$ cat src/rtl/axis_frame_source.sv
// axis_frame_source
//
// AXI-Stream frame transmitter. One accepted start request produces a
// single frame of frame_len beats whose data increments from the captured
// seed. The final beat carries tlast and the captured last_tstrb; every
// other beat carries full strobes. Completion is reported with a one-cycle
// done pulse and a running frame counter. An optional idle gap follows
// each frame before another start is accepted.
//
// Every output is driven straight from a register, so tready never
// reaches an output combinationally.
//
// Ports
//   m01_axis_aclk     in   clock, rising edge
//   m01_axis_areset   in   synchronous reset, active high
//   start             in   frame request, sampled only while idle
//   frame_len         in   beats in the frame (captured with start)
//   seed              in   data of beat 0 (captured with start)
//   last_tstrb        in   strobe for the final beat (captured with start)
//   busy              out  high whenever the FSM is not idle
//   done              out  one-cycle pulse after the last beat is accepted
//   len_err           out  one-cycle pulse when a zero-length start is rejected
//   frame_count       out  completed frames, wraps modulo 2^16
//   m01_axis_tready   in   downstream ready
//   m01_axis_tdata    out  beat data
//   m01_axis_tstrb    out  byte strobes
//   m01_axis_tvalid   out  beat valid
//   m01_axis_tlast    out  final beat of the frame
//
// state   | meaning
// --------+------------------------------------------------------------
// IDLE    | waiting for start; zero-length requests rejected here
// SEND    | presenting beats; index advances only on a handshake
// GAP     | post-frame idle time, GAP_CYCLES cycles, then back to IDLE

module axis_frame_source #(
  parameter int DATA_WIDTH = 32,
  parameter int LEN_WIDTH  = 12,
  parameter int GAP_CYCLES = 0
) (
  input  logic                    m01_axis_aclk,
  input  logic                    m01_axis_areset,
  input  logic                    start,
  input  logic [LEN_WIDTH-1:0]    frame_len,
  input  logic [DATA_WIDTH-1:0]   seed,
  input  logic [DATA_WIDTH/8-1:0] last_tstrb,
  output logic                    busy,
  output logic                    done,
  output logic                    len_err,
  output logic [15:0]             frame_count,
  input  logic                    m01_axis_tready,
  output logic [DATA_WIDTH-1:0]   m01_axis_tdata,
  output logic [DATA_WIDTH/8-1:0] m01_axis_tstrb,
  output logic                    m01_axis_tvalid,
  output logic                    m01_axis_tlast
);

  localparam int STRB_WIDTH = DATA_WIDTH / 8;
  localparam int GAP_W      = (GAP_CYCLES > 1) ? $clog2(GAP_CYCLES) : 1;
  // Gap timer counts down to zero; loading G-1 yields exactly G cycles in GAP.
  localparam logic [GAP_W-1:0] GAP_LOAD =
    (GAP_CYCLES > 0) ? GAP_W'(GAP_CYCLES - 1) : '0;

  typedef enum logic [1:0] {
    ST_IDLE = 2'd0,
    ST_SEND = 2'd1,
    ST_GAP  = 2'd2
  } state_t;

  state_t                 state_q, state_d;
  logic [DATA_WIDTH-1:0]  tdata_q, tdata_d;
  logic [STRB_WIDTH-1:0]  tstrb_q, tstrb_d;
  logic                   tvalid_q, tvalid_d;
  logic                   tlast_q, tlast_d;
  logic                   busy_q, busy_d;
  logic                   done_q, done_d;
  logic                   len_err_q, len_err_d;
  logic [15:0]            frame_count_q, frame_count_d;
  // Beats still to be presented after the one currently on the bus.
  logic [LEN_WIDTH-1:0]   beats_left_q, beats_left_d;
  logic [GAP_W-1:0]       gap_cnt_q, gap_cnt_d;
  logic [STRB_WIDTH-1:0]  last_strb_q, last_strb_d;
  logic                   handshake;

  assign handshake = tvalid_q && m01_axis_tready;

  always_ff @(posedge m01_axis_aclk) begin
    if (m01_axis_areset) begin
      state_q       <= ST_IDLE;
      tdata_q       <= '0;
      tstrb_q       <= '0;
      tvalid_q      <= 1'b0;
      tlast_q       <= 1'b0;
      busy_q        <= 1'b0;
      done_q        <= 1'b0;
      len_err_q     <= 1'b0;
      frame_count_q <= '0;
      beats_left_q  <= '0;
      gap_cnt_q     <= '0;
      last_strb_q   <= '0;
    end else begin
      state_q       <= state_d;
      tdata_q       <= tdata_d;
      tstrb_q       <= tstrb_d;
      tvalid_q      <= tvalid_d;
      tlast_q       <= tlast_d;
      busy_q        <= busy_d;
      done_q        <= done_d;
      len_err_q     <= len_err_d;
      frame_count_q <= frame_count_d;
      beats_left_q  <= beats_left_d;
      gap_cnt_q     <= gap_cnt_d;
      last_strb_q   <= last_strb_d;
    end
  end

  always_comb begin
    state_d       = state_q;
    tdata_d       = tdata_q;
    tstrb_d       = tstrb_q;
    tvalid_d      = tvalid_q;
    tlast_d       = tlast_q;
    busy_d        = busy_q;
    done_d        = 1'b0;
    len_err_d     = 1'b0;
    frame_count_d = frame_count_q;
    beats_left_d  = beats_left_q;
    gap_cnt_d     = gap_cnt_q;
    last_strb_d   = last_strb_q;

    case (state_q)
      ST_IDLE: begin
        if (start) begin
          if (frame_len == '0) begin
            len_err_d = 1'b1;
          end else begin
            state_d      = ST_SEND;
            busy_d       = 1'b1;
            tvalid_d     = 1'b1;
            tdata_d      = seed;
            last_strb_d  = last_tstrb;
            beats_left_d = frame_len - LEN_WIDTH'(1);
            // A one-beat frame is its own last beat.
            if (frame_len == LEN_WIDTH'(1)) begin
              tlast_d = 1'b1;
              tstrb_d = last_tstrb;
            end else begin
              tlast_d = 1'b0;
              tstrb_d = '1;
            end
          end
        end
      end

      ST_SEND: begin
        if (handshake) begin
          if (tlast_q) begin
            tvalid_d      = 1'b0;
            tlast_d       = 1'b0;
            done_d        = 1'b1;
            frame_count_d = frame_count_q + 16'd1;
            if (GAP_CYCLES > 0) begin
              state_d   = ST_GAP;
              gap_cnt_d = GAP_LOAD;
            end else begin
              state_d = ST_IDLE;
              busy_d  = 1'b0;
            end
          end else begin
            tdata_d      = tdata_q + DATA_WIDTH'(1);
            beats_left_d = beats_left_q - LEN_WIDTH'(1);
            if (beats_left_q == LEN_WIDTH'(1)) begin
              tlast_d = 1'b1;
              tstrb_d = last_strb_q;
            end else begin
              tlast_d = 1'b0;
              tstrb_d = '1;
            end
          end
        end
      end

      ST_GAP: begin
        if (gap_cnt_q == '0) begin
          state_d = ST_IDLE;
          busy_d  = 1'b0;
        end else begin
          gap_cnt_d = gap_cnt_q - GAP_W'(1);
        end
      end

      default: begin
        state_d  = ST_IDLE;
        busy_d   = 1'b0;
        tvalid_d = 1'b0;
        tlast_d  = 1'b0;
      end
    endcase
  end

  assign busy            = busy_q;
  assign done            = done_q;
  assign len_err         = len_err_q;
  assign frame_count     = frame_count_q;
  assign m01_axis_tdata  = tdata_q;
  assign m01_axis_tstrb  = tstrb_q;
  assign m01_axis_tvalid = tvalid_q;
  assign m01_axis_tlast  = tlast_q;

endmodule

$ cat config.mk
export PLATFORM = sky130hd
export DESIGN_NAME = axis_frame_source
export DESIGN_NICKNAME = d
export VERILOG_FILES = /design/src/rtl/axis_frame_source.sv
export SDC_FILE = /design/constraint.sdc
export NUM_CORES = 1
export LEC_CHECK = 0
export CELL_PAD_IN_SITES_DETAIL_PLACEMENT = 2
export CELL_PAD_IN_SITES_GLOBAL_PLACEMENT = 2
export CORE_AREA = 2 2 133 135
export DETAILED_ROUTE_END_ITERATION = 8
export DIE_AREA = 0 0 135 137
export PLACE_DENSITY = 0.8
export SYNTH_ARGS = -nofsm -noshare
export SYNTH_HDL_FRONTEND = slang
export SYNTH_SLANG_ARGS = --single-unit
$ cat constraint.sdc
create_clock -name m01_axis_aclk -period 1.9 [get_ports m01_axis_aclk]
set_input_delay 0.38 -clock m01_axis_aclk [delete_from_list [all_inputs] [get_ports m01_axis_aclk]]
set_output_delay 0.38 -clock m01_axis_aclk [all_outputs]
set_load 0.01 [all_outputs]
==> key figures, run 1 <==
Run status
  • Outcome: finished, violations left
  • Failing checks: negative setup slack

Floorplan
  • Initial Utilization: 0.2462
  • Core box area: 17060 um2
  • Die area: 18500 um2
  • Die X: 135 um
  • Row count: 48
  • Boundary pin count: 109
  • DIE HEIGHT: 137 um

Clock tree
  • CTS tree: built
  • Hold Buf Count CTS: 0
  • Num CTS Buffers: 9
  • CTS Sinks: 72
  • CTS Root Buffer Type: clkbuf_16
  • CTS max path bufs: 2
  • H-tree depth: 3
  • Clk pin slew, worst setup/hold paths: 0.07 ns
  • Worst skew pair latency: 0.35 ns

Placement
  • DP HPWL: 14240 um
  • GPL Wtd Cong: 0.8559
  • Worst slack, placed: -0.6200 ns
  • Port Buffers: 108

Synth
  • Total nets after synthesis: 592
  • Main flop type after synthesis: dfxtp_1
  • Number of library cell types mapped by synthesis: 64
  • Ys async rst share: 0
  • Yosys warning count: 0
  • Post-synthesis cell area: 4199 um2
  • EDFF count, synth: 0
  • Post-Syn Instances: 533
  • #FFs+latches synth: 72
  • Sequential-to-total area share from yosys stat: 0.3433
  • Syn Area/Cell: 7.878 um2

Timing
  • Worst Max-Slew Pin Slew: 0.4399 ns
  • Peak Freq: 0.4922 GHz
  • RSZ-0062 raised after global routing: true
  • Skew final: 0.01094 ns
  • Post-layout min period: 2.032 ns
  • Setup violators final: 4
  • Final Max Tran Viols: 0
  • Worst rel slew slack: 0.7040
  • Final Worst Setup Slack: -0.1318 ns
  • Hold Fails Final Rpt: 0
  • Setup_tns: -0.3148 ns
  • Crit share post-route: 1.069

Drt
  • DR pass1 iterations: 4
  • Remaining DRCs: 0
  • Final ANT Viol Nets: 0
  • Post-Route WL: 22750 um
  • Vias: 5243
  • Vias/cell: 5.372
  • Post-DR wirelength/cell: 23.30 um
  • Initial DRC Count: 158

Global routing
  • GRT busiest layer: met2
  • Vias in the first global route: 5871
  • Antenna violations before repair: 0
  • Gr ovfl total: 0
  • Met3 GRT Util: 0.03296
  • Grt met2 use: 0.4230
  • First-pass GRT wire length: 32060 um
  • GR Util All Layers: 0.2221
  • Grt met1 use: 0.2531
  • Pin count of the biggest net entering global routing: 37

Pwr
  • Psw: 1.792 mW
  • Switching Share: 0.3392
  • Internal power: 3.491 mW
  • Pwr Density: 742.6 nW/um2
  • Clock group share of total power: 0.341
  • Combinational group share of total power: 0.324
  • LEAKAGE: 2.699 nW
  • VDD IR max: 494.4 uV
  • Sequential Power Share: 0.336

Finish
  • Reg area: 1468 um2
  • Share of layout cells above drive strength 1: 0.2983
  • Commonest non-fill, non-tap cell in the layout: buf_4
  • Post-layout net count: 805
  • Layout area overhead: 69.43%
  • Fillers: 1892
  • N_diodes: 0
  • Area taken by multi-input logic gates: 2899 um2
  • Commonest cells after routing, fill and taps aside: 118 x buf_4, 95 x clkdlybuf4s50_1, 57 x dfxtp_1

Setup path
  • CP top delay family: simple AND/OR/NAND/NOR gates
  • CP Data Arrival Time: 2.26 ns
  • Critical-path cell list: or4_4, or3_4, or3b_4, o21ai_4, a2111oi_2
  • Req. time, crit path: 2.13 ns
  • Crit path buffers/inverters: 0
  • CP Capture Type: flop
  • Slowest stage delay, CP: 0.55 ns
  • Crit path max fanout: 4
  • Critical path's slowest cell: or4_4
  • Setup Crit Path Kind: reg2reg
  • Startpoint Class: flop

Worst hold path
  • Min-delay worst type: in2reg

Flow run
  • Max_cap viols: 0
## cell usage after synthesis (8+ instances only)
cell type / n / area, um2
nand4_1: 18 / 112.6
or4_1: 8 / 60.06
clkbuf_1: 21 / 78.83
and3_1: 8 / 50.05
a211oi_1: 9 / 67.56
a21oi_1: 38 / 190.2
nor4_1: 9 / 56.30
o21ai_0: 31 / 155.2
inv_1: 10 / 37.54
dfxtp_1: 72 / 1441
nor3_1: 16 / 80.08
xnor2_1: 9 / 78.83
nor2b_1: 9 / 56.30
nor2_1: 41 / 153.9
a31oi_1: 21 / 131.4
nand3_1: 27 / 135.1
nand2_1: 54 / 202.7
xor2_1: 12 / 105.1
## metal layers
metal	wire, um	up-vias
li1	-	2420
met1	9005	2675
met2	12580	111
met3	637	37
met4	522	0
met5	0	-
## final timing paths
check,from,depth (start not counted),slack (ns),endpoint
setup / recovery,beats_left_q[3],5,-0.13,beats_left_q[7]
hold / removal,m01_axis_areset,2,0.43,m01_axis_tdata[22]
setup reg to reg,beats_left_q[3],5,-0.13,beats_left_q[7]
hold reg to reg,m01_axis_tstrb[3],2,0.47,m01_axis_tstrb[3]
## through the flow
stage / utilization / std cells / cell area, um2 / total power [mW] / hold WS [ns]
3_5_place_dp: 0.3662 / 935 / 6246 / 3.178 / 0.4551
2_1_floorplan: - / 533 / 4217 / 2.369 / 0.4362
3_3_place_gp: 0.3662 / 935 / 6246 / 3.088 / 0.4431
5_1_grt: 0.4171 / 976 / 7114 / 5.503 / 0.4441
4_1_cts: 0.3966 / 958 / 6764 / 5.080 / 0.4130
6_report: 0.4171 / 976 / 7114 / 5.283 / 0.4322
## power groups by stage
stage	combinational [mW]	clock [mW]	sequential, mW
2_1_floorplan	0.549	0	1.82
3_3_place_gp	1.32	0	1.77
3_5_place_dp	1.39	0	1.79
4_1_cts	1.51	1.81	1.76
5_1_grt	1.82	1.90	1.79
6_report	1.71	1.80	1.77
## sequential cells by signal (all words and copies together) (netlist names)
signal / cells
beats_left_q: 12
done: 1
frame_count: 16
last_strb_q: 4
len_err: 1
m01_axis_tdata: 32
m01_axis_tlast: 1
m01_axis_tstrb: 4
m01_axis_tvalid: 1
## cell type report
| type | count | area share |
|---|---|---|
| flip-flops and latches | 72 | 0.2063 |
| repair buffers | 236 | 0.2977 |
| clock inverters | 7 | 0.01126 |
| well taps | 225 | 0.03957 |
| clock buffers | 9 | 0.03166 |
| multi-input cells | 417 | 0.4075 |
| inverters | 10 | 0.005980 |
## kinds of logic (layout without fill, tap and decap cells)
kind of cell               count (synthesis)  count (layout)  synth area share
xor gates and xnor gates                  21              21           0.04380
muxes                                      8               8           0.01967
buffers and inverters                     44             262           0.04231
DFF                                       72              72            0.3433
adders and majority gates                  7               7           0.02086
AOI/OAI and AO/OA                        147             147            0.2214
and+or+nand+nor                          234             234            0.3087
## repair_timing
item,in CTS,in global routing
gates cloned,1,0
pin swaps,18,28
endpoints found under the setup margin,56,41
gates resized for setup,48,59
buffers inserted,6,18
Note: power is estimated with default switching activity, not from simulation.
==> run 2, diff against run 1 <==
SLEW_MARGIN = 0   (was not set)
==> results of run 2 <==
Final layout, timing and power as in run 1 (identical DEF).
